$ cat src/rtl/key_block_encoder_if.sv
// Key block bus: raw push-buttons in, held {valid, code} key block and busy flag out.
interface key_block_encoder_if #(
    parameter int NUM_KEYS = 16
);
    logic [NUM_KEYS-1:0] buttons;
    logic [4:0]          key;
    logic                busy;

    modport master (input buttons, output key, output busy);
    modport slave  (output buttons, input key, input busy);
endinterface

$ cat src/rtl/key_block_encoder.sv
// Source end of the key block: synchronises and debounces raw buttons, then drives
// a held {valid, code} key block that rises exactly once per accepted press.
module key_block_encoder #(
    parameter int NUM_KEYS        = 16,
    parameter int DEBOUNCE_CYCLES = 1000,
    parameter int GAP_CYCLES      = 2
) (
    input  logic                newClock,
    input  logic                resetN,
    key_block_encoder_if.master bus
);

    localparam int CNT_W = $clog2(DEBOUNCE_CYCLES + 1);
    localparam int GAP_W = $clog2(GAP_CYCLES + 1);
    localparam logic [CNT_W-1:0] CNT_LAST = CNT_W'(DEBOUNCE_CYCLES - 1);
    localparam logic [GAP_W-1:0] GAP_LAST = GAP_W'(GAP_CYCLES - 1);

    typedef enum logic [2:0] {
        S_IDLE,
        S_PRESS,
        S_HELD,
        S_RELEASE,
        S_GAP
    } state_t;

    logic [NUM_KEYS-1:0] sync_meta_q;
    logic [NUM_KEYS-1:0] sync_q;
    state_t              state_q, state_d;
    logic [CNT_W-1:0]    cnt_q, cnt_d;
    logic [GAP_W-1:0]    gap_q, gap_d;
    logic [3:0]          code_q, code_d;
    logic [4:0]          key_q, key_d;
    logic                busy_q, busy_d;

    logic                pressed;
    logic [3:0]          cand;
    logic                match;

    // Descending scan so the lowest set index is the one left standing.
    always_comb begin
        cand = '0;
        for (int k = NUM_KEYS - 1; k >= 0; k--) begin
            if (sync_q[k]) begin
                cand = 4'(k);
            end
        end
    end

    assign pressed = |sync_q;
    assign match   = pressed && (cand == code_q);

    // NOTE: every output of this block gets a default before the case, so no path
    // leaves a variable unassigned and no latch is inferred.
    always_comb begin
        state_d = state_q;
        cnt_d   = cnt_q;
        gap_d   = gap_q;
        code_d  = code_q;
        key_d   = key_q;

        unique case (state_q)
            S_IDLE: begin
                key_d = '0;
                if (pressed) begin
                    code_d  = cand;
                    cnt_d   = '0;
                    state_d = S_PRESS;
                end
            end
            S_PRESS: begin
                key_d = '0;
                if (!match) begin
                    cnt_d   = '0;
                    state_d = S_IDLE;
                end else if (cnt_q == CNT_LAST) begin
                    key_d   = {1'b1, code_q};
                    state_d = S_HELD;
                end else begin
                    cnt_d = cnt_q + CNT_W'(1);
                end
            end
            S_HELD: begin
                key_d = {1'b1, code_q};
                if (!match) begin
                    cnt_d   = '0;
                    state_d = S_RELEASE;
                end
            end
            S_RELEASE: begin
                key_d = {1'b1, code_q};
                if (match) begin
                    state_d = S_HELD;
                end else if (cnt_q == CNT_LAST) begin
                    key_d   = '0;
                    cnt_d   = '0;
                    gap_d   = '0;
                    state_d = S_GAP;
                end else begin
                    cnt_d = cnt_q + CNT_W'(1);
                end
            end
            S_GAP: begin
                key_d = '0;
                if (gap_q == GAP_LAST) begin
                    gap_d   = '0;
                    state_d = S_IDLE;
                end else begin
                    gap_d = gap_q + GAP_W'(1);
                end
            end
            default: begin
                key_d   = '0;
                state_d = S_IDLE;
            end
        endcase
    end

    assign busy_d = (state_d != S_IDLE);

    // NOTE: sequential state uses non-blocking assignments so every flop samples
    // the pre-edge values, including the two synchroniser stages.
    always_ff @(posedge newClock) begin
        if (!resetN) begin
            sync_meta_q <= '0;
            sync_q      <= '0;
            state_q     <= S_IDLE;
            cnt_q       <= '0;
            gap_q       <= '0;
            code_q      <= '0;
            key_q       <= '0;
            busy_q      <= 1'b0;
        end else begin
            sync_meta_q <= bus.buttons;
            sync_q      <= sync_meta_q;
            state_q     <= state_d;
            cnt_q       <= cnt_d;
            gap_q       <= gap_d;
            code_q      <= code_d;
            key_q       <= key_d;
            busy_q      <= busy_d;
        end
    end

    assign bus.key  = key_q;
    assign bus.busy = busy_q;

endmodule

$ cat src/flat_wrapper.sv
// flat-port wrapper written by rule: the top's interface ports become plain ports
module key_block_encoder_flat 
#(
    parameter int NUM_KEYS        = 16,
    parameter int DEBOUNCE_CYCLES = 1000,
    parameter int GAP_CYCLES      = 2
)
  (newClock, resetN, bus_buttons, bus_key, bus_busy);
  key_block_encoder_if #(.NUM_KEYS(NUM_KEYS)) bus_i ();
  input  logic newClock;
  input  logic resetN;
  input wire logic [$bits(bus_i.buttons)-1:0] bus_buttons;
  output wire logic [$bits(bus_i.key)-1:0] bus_key;
  output wire logic [$bits(bus_i.busy)-1:0] bus_busy;
  assign bus_i.buttons = bus_buttons;
  assign bus_key = bus_i.key;
  assign bus_busy = bus_i.busy;
  key_block_encoder #(.NUM_KEYS(NUM_KEYS), .DEBOUNCE_CYCLES(DEBOUNCE_CYCLES), .GAP_CYCLES(GAP_CYCLES)) u_core (.newClock(newClock), .resetN(resetN), .bus(bus_i));
endmodule
$ cat config.mk
export PLATFORM = sky130hd
export DESIGN_NAME = key_block_encoder_flat
export DESIGN_NICKNAME = d
export VERILOG_FILES = /design/src/rtl/key_block_encoder_if.sv /design/src/rtl/key_block_encoder.sv /design/src/flat_wrapper.sv
export SDC_FILE = /design/constraint.sdc
export NUM_CORES = 1
export LEC_CHECK = 0
export ABC_CLOCK_PERIOD_IN_PS = 2800
export CORE_MARGIN = 5
export CORE_UTILIZATION = 45
export DETAILED_ROUTE_END_ITERATION = 7
export PLACE_DENSITY = 0.67
export SLEW_MARGIN = 10
export SYNTH_ARGS = -nofsm -noshare
export SYNTH_HDL_FRONTEND = slang
export SYNTH_SLANG_ARGS = --single-unit
export TNS_END_PERCENT = 5
$ cat constraint.sdc
create_clock -name newClock -period 2.8 [get_ports newClock]
set_input_delay 0.7 -clock newClock [delete_from_list [all_inputs] [get_ports newClock]]
set_output_delay 0.7 -clock newClock [all_outputs]
set_load 0.005 [all_outputs]
# Word level (Yosys, flattened, before mapping)

Index checks and enable logic that the tools add are counted.

Register bits: 57
Bits of input ports: 18

Add/subtract/negate cells: 2
Eq/ne operators: 12
Muxes and demuxes: 40
Reductions and logical operators: 9

Operators with widths:

| cell                  | number |
|---|---|
| $mux 4                | 16 |
| $mux 10               | 6 |
| $pmux 10 s4           | 1 |
| $mux 3                | 7 |
| $mux 5                | 4 |
| $reduce_or 16->1      | 1 |
| $pmux 3 s5            | 1 |
| $pmux 5 s3            | 1 |
| $add 10x1->10 const B | 1 |
| $eq 10x10->1 const B  | 1 |
| $eq 3x2->1 const B    | 2 |
| $mux 2                | 3 |
| $reduce_and 5->1      | 1 |
| $eq 4x4->1            | 1 |
| $ne 2x1->1 const B    | 2 |
| $ne 2x2->1 const B    | 2 |
| $pmux 2 s2            | 1 |
| $reduce_bool 4->1     | 1 |
| $eq 3x1->1 const B    | 1 |
| $eq 3x3->1 const B    | 1 |
| $logic_not 3->1       | 1 |
| $ne 3x3->1 const B    | 1 |
| $reduce_and 3->1      | 1 |
| $reduce_bool 3->1     | 1 |
| 5 further kinds       | 5 |

# Logic depth before layout (Yosys ltp)

Word-level depth: 21
Mapped depth: 9

# Least setup slack after synthesis

No wires, ideal clock.

Kind: register to register
From: register u_core.sync_q[5]
To: register u_core.cnt_q[3]
Setup time: 84 ps
Arrival time: 2,255 ps
Data required time: 2,716 ps
Setup slack: 461 ps
Cell stages (with the launch flop): 10
Clock period less this slack: 2,339 ps
Path through: dfxtp_1 -> nor4_4 -> nand2_1 -> o32ai_1 -> a31oi_1 -> or3b_4 -> or2_1 -> buf_6 -> mux2_4 -> o31ai_2

Cells in the longest elaborated chain, start to end: 10

Ends and longest elaborated chain:

| what                                                             | line                     | source |
|---|---|---|
| start, declared                                                  | key_block_encoder.sv:27  | `logic [NUM_KEYS-1:0] sync_q;` |
| start signal, assigned                                           | key_block_encoder.sv:134 | `sync_q <= sync_meta_q;` |
| $mux 4 (6 in a row)                                              | key_block_encoder.sv:43  | `if (sync_q[k]) begin` |
| $eq 4x4->1                                                       | key_block_encoder.sv:50  | `assign match = pressed && (cand == code_q);` |
| $logic_and 1x1->1                                                | key_block_encoder.sv:50  |  |
| $ne 3x3->1 (no source line), or another cell as far along        | n/a                      |  |
| $reduce_and 5->1 (no source line) or $pmux 10 s4 (tied branches) | n/a                      |  |
| end signal, assigned                                             | key_block_encoder.sv:136 | `cnt_q <= cnt_d;` |
| end, declared                                                    | key_block_encoder.sv:29  | `logic [CNT_W-1:0] cnt_q, cnt_d;` |

Parallel ways exist; a longest one is shown, timed or not.
A chain may end at the register's enable or synchronous reset.

# Worst setup path after layout

From: register u_core.sync_q[9]
To: register u_core.cnt_q[3]

Cells in the longest elaborated chain, start to end: 14

Ends and longest elaborated chain:

| what                                                             | line |
|---|---|
| $mux 4 (10 in a row)                                             | key_block_encoder.sv:43 |
| $eq 4x4->1                                                       | key_block_encoder.sv:50 |
| $logic_and 1x1->1                                                | key_block_encoder.sv:50 |
| $ne 3x3->1 (no source line), or another cell as far along        | n/a |
| $reduce_and 5->1 (no source line) or $pmux 10 s4 (tied branches) | n/a |

Parallel ways exist; a longest one is shown, timed or not.

==> flow_metrics.py <==
metrics = {
    "cells_and_area": {
        "fin_util": 0.5685,
        "area_growth_pct": 24.38,
        "layout_commonest_cell": "dfxtp_1",
        "final_nets": 293,
        "drive_above_1_share": 0.1183,
        "mostFrequentLayoutCells": "57 x dfxtp_1, 41 x and2_1, 23 x clkdlybuf4s50_1, 19 x nand2_1",
        "n_antenna_cell": 0,
        "stdcell_count": 349,
    },
    "yosys": {
        "netlist_instances": 242,
        "synthesis.area_mm2": 0.002305,
        "syn-num-nets": 261,
        "ys_seq_elements": 57,
        "synth_edf_count": 0,
        "ys_warn_count": 0,
        "avgSynthCellArea_um2": 9.524,
        "yosys.cell_types.count": 44,
        "ys_async_sr_fraction": 0,
        "ys_seq_area_frac": 0.4951,
        "ys.flop_type": "dfxtp_1",
    },
    "critical_path": {
        "slowest_stage": "or3b_4",
        "cpPeakStageDelay_ns": 0.44,
        "cp_data_arrival_time_ns": 2.79,
        "crit_path_start_kind": "flop",
        "cp_max_fo": 10,
        "required_ns": 3.05,
        "endpoint_kind": "flop",
        "rrSetupSlack_ns": 0.26,
        "rr_worst_depth": 8,
        "crit_type": "flop to flop",
        "crit_chain": "nor4_1 -> nand4_1 -> o21ai_0 -> a31oi_1 -> or3b_4 -> or2_1 -> mux2_4 -> o31ai_2",
    },
    "sta": {
        "timing.fmax_ghz": 0.3935,
        "setup_ws_ns": 0.2590,
        "final.setup.tns_ns": 0,
        "finalMaxSlewViolations": 0,
        "finalCritPeriodShare": 0.9075,
        "rsz0062_at_grt": "no",
        "tightestPinTransition_ns": 0.5999,
        "setup_viol": 0,
        "maxSlewHeadroom": 0.5964,
        "min_period_ns": 2.541,
        "final_hold_viol_count": 0,
        "finClkSkew_ns": 0.006187,
    },
    "place": {
        "finalWeightedCongestion": 0.8127,
        "hpwl_mm": 2.780,
        "place_inst": 333,
        "place.port_buffers": 23,
        "place_ws_ns": 0.2386,
    },
    "global_route": {
        "grt_pass1_vias": 1607,
        "grt_max_degree": 41,
        "grt-ovfl-total": 0,
        "antenna_found_initial": 0,
        "grt_usage": 0.1391,
        "grt_pass1_wl_mm": 6.941,
    },
    "drt": {
        "first_iter_violations": 102,
        "ant_nets": 0,
        "via_per_inst": 5.034,
        "drc_errors": 0,
        "vias": 1757,
        "routed_wl_mm": 3.899,
        "avgRoutedWirePerCell_um": 11.17,
        "first_pass_iters": 4,
    },
    "pwr": {
        "leakage_nw": 1.099,
        "peakVddDrop_v": 0.0002969,
        "power_density_mw_per_mm2": 681.2,
    },
    "die": {
        "core_mm2": 0.005042,
        "ios": 24,
        "start_util": 0.4571,
        "die_width_um": 81.57,
        "die_y_um": 81.57,
        "rows": 26,
        "die-area_mm2": 0.006653,
    },
    "cts": {
        "clk_path_buf_depth": 2,
        "post_cts_buffers": 0,
        "cts_resized": 0,
        "clk_pin_slew_ns": 0.06,
        "cts_sinks": 57,
        "holdBufCountCts": 0,
        "cts_root_buffer": "clkbuf_8",
        "cts-buffers-inserted": 9,
        "worstSkewPairLatency_ns": 0.33,
        "htreeDepth": 3,
        "cts_tree": "yes",
    },
    "worst_hold_path": {
        "holdPathStages": 1,
        "min_path_type": "flop to flop",
    },
    "job": {
        "maxCapViolations": 0,
    },
    "status": {
        "status": "finished, final reports clean",
    },
}
-- critical path: cells and delay by family (launching register included) --
| kind | cells | cell delay (ns) |
|---|---|---|
| AOI/OAI and AO/OA | 3 | 0.41 |
| DFF | 1 | 0.33 |
| muxes | 1 | 0.40 |
| and+or+nand+nor | 4 | 1.30 |
-- final timing paths --
check,startpoint,endpoint
max,u_core.sync_q[9],u_core.cnt_q[3]
min,u_core.sync_meta_q[2],u_core.sync_q[2]
max reg2reg,u_core.sync_q[9],u_core.cnt_q[3]
min reg2reg,u_core.sync_meta_q[2],u_core.sync_q[2]
-- state kept, by name, summed over array words and instances, names as in the netlist --
signal / cells
u_core.sync_meta_q: 16
u_core.sync_q: 16
u_core.code_q: 4
u_core.cnt_q: 10
u_core.bus.busy: 1
u_core.gap_q: 2
u_core.state_q: 3
u_core.bus.key: 5
-- layer usage --
layer | share of wire | GRT usage | routed length, um | vias up
li1 | - | - | - | 929
met1 | 0.48 | 0.1660 | 1871 | 771
met2 | 0.43 | 0.2093 | 1696 | 48
met3 | 0.062 | 0.05482 | 243 | 9
met4 | 0.023 | 0.08446 | 89 | 0
met5 | 0 | 0 | 0 | -
-- layout make-up --
cell class | count | area [um2]
tap | 70 | 87.58
sequential | 57 | 1141
fill | 451 | 2176
timing repair buffer | 27 | 260.3
multi-input combinational | 171 | 1104
inverter | 8 | 30.03
clock inverter | 5 | 102.6
clock buffer | 11 | 141.4
-- power breakdown --
part / internal [mW] / switching [mW]
Sequential: 0.845 / 0.0242
Combinational: 0.0847 / 0.0775
Clock: 0.614 / 0.307
-- per-stage QoR --
step / hold slack [ns] / area, um2 / power, mW
3_5_place_dp: 0.4177 / 2623 / 1.051
6_report: 0.4316 / 2867 / 1.953
4_1_cts: 0.4322 / 2867 / 1.978
3_3_place_gp: 0.4138 / 2623 / 1.047
2_1_floorplan: 0.4119 / 2305 / 0.9980
5_1_grt: 0.4428 / 2867 / 2.042
-- cells by family after synthesis --
group / after synthesis / synth area share
and+or+nand+nor: 115 / 0.2921
adders and majority gates: 1 / 0.005428
muxes: 2 / 0.01140
DFF: 57 / 0.4951
AOI/OAI and AO/OA: 53 / 0.1699
buffers and inverters: 14 / 0.02606
-- cells in the mapped netlist (all sizes together), types with 3 or more instances --
cell type,n,area share
nand4b,3,0.011
a22oi,9,0.029
o31ai,6,0.030
or2,3,0.0081
o21ai,15,0.033
o21a,3,0.0098
nor2,14,0.023
and2,41,0.11
nor2b,3,0.0081
inv,8,0.013
nor3,5,0.011
clkbuf,5,0.0081
a31oi,4,0.011
dfxtp,57,0.50
nand3,6,0.013
or4,3,0.0098
nand2,19,0.031
nor4,5,0.027
a21oi,5,0.011
or3,4,0.011
Power figures use the tool's default switching activity.
